<file path="config.mk">
export PLATFORM = sky130hd
export DESIGN_NAME = input_debouncer
export DESIGN_NICKNAME = d
export VERILOG_FILES = /design/src/rtl/input_debouncer_pkg.sv /design/src/rtl/debounce_channel.sv /design/src/rtl/input_debouncer.sv
export SDC_FILE = /design/constraint.sdc
export NUM_CORES = 1
export LEC_CHECK = 0
export CORE_MARGIN = 8
export CORE_UTILIZATION = 30
export CTS_BUF_LIST = sky130_fd_sc_hd__clkbuf_2
export DETAILED_ROUTE_END_ITERATION = 10
export DONT_BUFFER_PORTS = 1
export SLEW_MARGIN = 10
export SYNTH_ARGS = -nofsm -noshare
export SYNTH_HDL_FRONTEND = slang
export SYNTH_HIERARCHICAL = 1
export SYNTH_SLANG_ARGS = --single-unit
</file>
<file path="constraint.sdc">
create_clock -name clk -period 1.44 [get_ports clk]
set_input_delay 0.288 -clock clk [delete_from_list [all_inputs] [get_ports clk]]
set_output_delay 0.288 -clock clk [all_outputs]
set_load 0.02 [all_outputs]
</file>
<file path="src/rtl/input_debouncer_pkg.sv">
// Shared constants and helpers for the input_debouncer block.
package input_debouncer_pkg;

  // 10 ms at the 12 MHz board clock.
  localparam int unsigned DEBOUNCE_CYCLES_DEFAULT = 120000;

  // Short window so simulations reach events in a handful of cycles.
  localparam int unsigned SIM_DEBOUNCE_CYCLES = 4;

  // Counter width needed to hold 0 .. cycles-1.
  function automatic int unsigned cnt_width(input int unsigned cycles);
    return $clog2(cycles);
  endfunction

endpackage

</file>
<file path="src/rtl/debounce_channel.sv">
// One debounce lane: two-flop synchroniser, stability counter and
// registered rise/fall pulse generator. Synchronous active-high reset.
module debounce_channel
  import input_debouncer_pkg::*;
#(
  parameter int unsigned DEBOUNCE_CYCLES = DEBOUNCE_CYCLES_DEFAULT
) (
  input  logic clk,
  input  logic rst,
  input  logic raw,
  output logic state,
  output logic rise,
  output logic fall
);

  localparam int unsigned CntW = cnt_width(DEBOUNCE_CYCLES);
  localparam logic [CntW-1:0] CntMax = CntW'(DEBOUNCE_CYCLES - 1);

  logic            s1_q, s2_q;
  logic [CntW-1:0] cnt_q, cnt_d;
  logic            state_q, state_d;
  logic            rise_q, rise_d;
  logic            fall_q, fall_d;

  // Next-state: count cycles where the synchronised level disagrees with the
  // accepted level; any agreeing cycle restarts the count.
  always_comb begin
    cnt_d   = cnt_q;
    state_d = state_q;
    rise_d  = 1'b0;
    fall_d  = 1'b0;
    if (s2_q == state_q) begin
      cnt_d = '0;
    end else if (cnt_q == CntMax) begin
      // Count saturates here by construction, so it never wraps.
      state_d = s2_q;
      cnt_d   = '0;
      rise_d  = s2_q;
      fall_d  = ~s2_q;
    end else begin
      cnt_d = cnt_q + 1'b1;
    end
  end

  // State registers; reset discards any pending count and pulse.
  always_ff @(posedge clk) begin
    if (rst) begin
      s1_q    <= 1'b0;
      s2_q    <= 1'b0;
      cnt_q   <= '0;
      state_q <= 1'b0;
      rise_q  <= 1'b0;
      fall_q  <= 1'b0;
    end else begin
      s1_q    <= raw;
      s2_q    <= s1_q;
      cnt_q   <= cnt_d;
      state_q <= state_d;
      rise_q  <= rise_d;
      fall_q  <= fall_d;
    end
  end

  assign state = state_q;
  assign rise  = rise_q;
  assign fall  = fall_q;

endmodule

</file>
<file path="src/rtl/input_debouncer.sv">
// Multi-channel synchronise/debounce front end for board inputs.
// Optional macro INPUT_DEBOUNCER_INVERT_EN inverts pin polarity (pull-up
// buttons) ahead of the synchronisers; reset values are unaffected.
module input_debouncer
  import input_debouncer_pkg::*;
#(
  parameter int unsigned N               = 5,
  parameter int unsigned DEBOUNCE_CYCLES = DEBOUNCE_CYCLES_DEFAULT
) (
  input  logic         clk,
  input  logic         rst,
  input  logic [N-1:0] raw,
  output logic [N-1:0] state,
  output logic [N-1:0] rise,
  output logic [N-1:0] fall
);

  logic [N-1:0] raw_pol;

`ifdef INPUT_DEBOUNCER_INVERT_EN
  // Pin driven low reads as an asserted level.
  assign raw_pol = ~raw;
`else
  assign raw_pol = raw;
`endif

  // Identical independent lanes, one per input pin.
  for (genvar i = 0; i < N; i++) begin : g_ch
    debounce_channel #(
      .DEBOUNCE_CYCLES(DEBOUNCE_CYCLES)
    ) u_ch (
      .clk  (clk),
      .rst  (rst),
      .raw  (raw_pol[i]),
      .state(state[i]),
      .rise (rise[i]),
      .fall (fall[i])
    );
  end

endmodule

</file>
==> results of run 1 <==
-- flip-flops by register name, summed over array words and instances, names as in the netlist --
name / flops
g_ch.u_ch/s2_q: 5
g_ch.u_ch/fall: 5
g_ch.u_ch/s1_q: 5
g_ch.u_ch/rise: 5
g_ch.u_ch/state: 5
g_ch.u_ch/cnt_q: 85
-- Yosys cell counts --
cell type and number:
and4_1 5, nor3_1 30, a21oi_1 10, ha_1 5, o21ai_2 5, or2_4 5, xor2_1 10, nor4_1 30
nor2_1 95, o21ai_0 5, buf_6 5, dfxtp_1 110, and3_1 5, nand2_1 25, and4bb_2 5, nand2b_1 10
or3_1 5, nand4_1 30, xnor2_1 65, nor2b_1 10, nand3_4 5, nand3_1 25, inv_1 15
-- worst max path at each step --
stage                     startpoint                endpoint  slack [ns]
2_1_floorplan  g_ch[0].u_ch/cnt_q[0]      g_ch[0].u_ch/state        0.01
3_3_place_gp   g_ch[1].u_ch/cnt_q[0]      g_ch[1].u_ch/state        0.06
3_5_place_dp   g_ch[2].u_ch/cnt_q[2]  g_ch[2].u_ch/cnt_q[15]       -0.02
4_1_cts           g_ch[2].u_ch/state                state[2]       -0.06
5_1_grt           g_ch[2].u_ch/state                state[2]       -0.10
6_report       g_ch[1].u_ch/cnt_q[3]      g_ch[1].u_ch/state       -0.02
-- cell families after synthesis --
logic type | Yosys count | share of synthesized area (%)
adder cells (fa/ha/maj) | 5 | 1.34
AND/OR/NAND/NOR | 285 | 32.6
buffers and inverters | 20 | 2.41
flip-flops | 110 | 47.1
XOR/XNOR | 75 | 14.0
AO/OA/AOI/OAI | 20 | 2.54
-- cell type report --
cell class	instances	area [um^2]	area share, %
well taps	188	235	3.91
flip-flops and latches	110	2300	38.2
inverters	15	56.3	0.935
clock buffers	9	45.0	0.748
multi-input cells	385	2710	45.1
clock inverters	7	113	1.87
repair buffers	58	561	9.31
-- report_power, final --
part | internal, W | switching [W]
sequential | 0.00306 | 0.00000937
combinational | 0.0000570 | 0.0000562
clock | 0.000737 | 0.000986
total | 0.00385 | 0.00105
-- stage by stage --
| stage | hold slack [ns] | area (um^2) | setup WS [ns] | instances |
|---|---|---|---|---|
| 6_report | 0.346 | 6020 | -0.0158 | 772 |
| 2_1_floorplan | 0.357 | 4720 | 0.00987 | 515 |
| 4_1_cts | 0.278 | 5660 | -0.0559 | 769 |
| 5_1_grt | 0.278 | 6020 | -0.101 | 772 |
| 3_5_place_dp | 0.365 | 5280 | -0.0213 | 741 |
| 3_3_place_gp | 0.363 | 5280 | 0.0550 | 741 |
-- worst reg2reg max path: cells and delay by family (launching register included) --
family / cells / cell delay [ns]
DFF: 1 / 0.45
and+or+nand+nor: 3 / 0.83
AOI/OAI and AO/OA: 1 / 0.14
-- layout by cell type, fill, tap and decap left out --
cell type / synthesis / layout
nor2_1: 95 / 95
xnor2_1: 65 / 65
dfxtp_2: 0 / 58
dfxtp_1: 110 / 46
buf_4: 0 / 36
nand4_1: 30 / 30
nor4_2: 0 / 26
nand3_1: 25 / 25
nand2_1: 25 / 22
nor3_1: 30 / 21
inv_1: 15 / 15
nand2b_1: 10 / 10
xor2_1: 10 / 10
nor2b_1: 10 / 10
clkbuf_2: 0 / 9
nor3_2: 0 / 9
dlygate4sd3_1: 0 / 8
buf_6: 5 / 8
a21oi_2: 0 / 6
buf_12: 0 / 6
dfxtp_4: 0 / 6
nand3_4: 5 / 5
or2_4: 5 / 5
and4_1: 5 / 5
and4bb_2: 5 / 5
o21ai_4: 0 / 5
o21ai_0: 5 / 5
and3_1: 5 / 5
or3_1: 5 / 4
ha_4: 0 / 4
a21oi_1: 10 / 4
bufinv_16: 0 / 3
clkinv_2: 0 / 3
nand2_2: 0 / 3
nor4_1: 30 / 3
clkinvlp_4: 0 / 1
ha_2: 0 / 1
nor4_4: 0 / 1
or3_4: 0 / 1
-- timing repair --
| action | 4_1_cts | 5_1_grt |
|---|---|---|
| resized for setup | 36 | 98 |
| hold buffers | 9 | 0 |
| pin swaps | 1 | 16 |
| hold endpoints to repair | 108 | 0 |
| buffers inserted | 3 | 3 |
| endpoints found under the setup margin | 16 | 82 |
-- layer usage --
metal  vias up  global-route usage (%)  share of wire, %
met5         -                       0                 0
li1       1914                       -                 -
met1      1786                    11.8                45
met4         0                    3.51               1.2
met2        61                    15.8                49
met3        11                    3.65               5.0
==> impl_results.md, run 1 <==
- Worst reg2reg startpoint: g_ch[1].u_ch/cnt_q[3]
- Hold_sp: raw[1]
- CP top delay family: simple AND/OR/NAND/NOR gates
- Syn Inst Count: 515
- RSZ-0062 raised after global routing: true
- Total negative slack: -0.0158 ns
- Vias in the first global route: 3604
- Critical path depth in cells: 4
- CTS root buf: clkbuf_2
- Core box area: 15200 um^2
- Wire length per cell: 13.1 um
- WP buf/inv: 0
- Largest stage delay, worst path: 0.45 ns
- Layout fillers: 1497
- Setup CP Type: flop to flop
- Ant. Diodes: 0
- Die area: 19900 um^2
- First-pass GRT wire length: 16.2 mm
- Final Wtd Congestion: 0.833
- Setup Skew: 0.0140 ns
- Largest cells by area after synthesis: dfxtp_1 (47%), xnor2_1 (12%), nor2_1 (7.6%)
- Req. time, crit path: 1.98 ns
- Syn Nets: 527
- DP HPWL: 6.68 mm
- Final Critical Period: 1.46 ns
- TritonCTS Buffers: 9
- Largest net degree at the start of global routing: 31
- Final Total Pwr: 0.00490 W
- P&R area growth vs syn: 28.6%
- Drt first pass iters: 4
- Worst-Margin Slew: 0.345 ns
- Startpoint types: flop
- Post-synth top area cell: dfxtp_1
- CTS Sinks: 110
- Worst path slowest cell: dfxtp_2
- Final Core Density: 39.6%
- Post-layout nets: 591
- Number of synthesized register bits: 110
- Final setup viols: 1
- Crit Path Max Fanout: 9
- Final WS setup: -0.0158 ns
- Clock Tree Buf Depth: 2
- CTS tree: yes
- CP cell instances: nand3_4 -> or2_4 -> or3_1 -> a21oi_2
- Worst flop-to-flop path endpoint: g_ch[1].u_ch/state
- Achievable clock frequency: 687 MHz
- Max H-tree Level: 3
- Residual DRC count: 0
- CP Capture Type: flop
- Maximum vdd drop: 0.471 mV
- Max-slew violations: 0
- Cell area after synthesis: 4680 um^2
- Fin crit share: 101%
- Initial antenna violation count: 0
- CTS clk-pin slew, worst paths: 0.27 ns
- Status: complete, but fails checks
- Share of layout cells above drive strength 1: 34.4%
- Flop-to-flop setup slack: -0.02 ns
- Sequential share of the synthesized area: 47.1%
- Avg Cell Area, Syn: 9.09 um^2
- Violated checks: setup timing
- FP Rows: 45
- Vias per cell: 4.89
- Initial DRC Count: 275
- Post-synth top area share: 47.1%
- Die Ht: 141 um
- I/O pins: 22
- Port bufs: 0
- CP Data Arrival Time: 2.00 ns
- Synth cell types: 23
- Routed Antenna Nets: 0
- DIE WIDTH: 141 um
- Vias: 3772
- Slew headroom: 76.8%
- R2r worst-path depth: 4
- Max cap viols: 0
- GRT overflow: 0
- Hold Path Class: input pin to flop
- Hold Path Depth: 2
- Min-Delay Endpoint: g_ch[1].u_ch/s1_q
- Synthesis Warnings: 6
- Starting Density: 30.8%
- LEAKAGE: 1.71 nW
- GRT Util Overall: 9.83%
- Final Hold Viols: 0
- PwrDens: 815 nW/um^2
- DRT Wirelength: 10.1 mm
- Clock latency on the worst-skew pair: 0.59 ns
Note: power is estimated with default switching activity, not from simulation.
==> inputs of run 2 (changes only) <==
Settings changed: CTS_CLUSTER_DIAMETER set to 30.
==> results of run 2 <==
No change in the layout: final DEF, timing and power equal those of run 1.
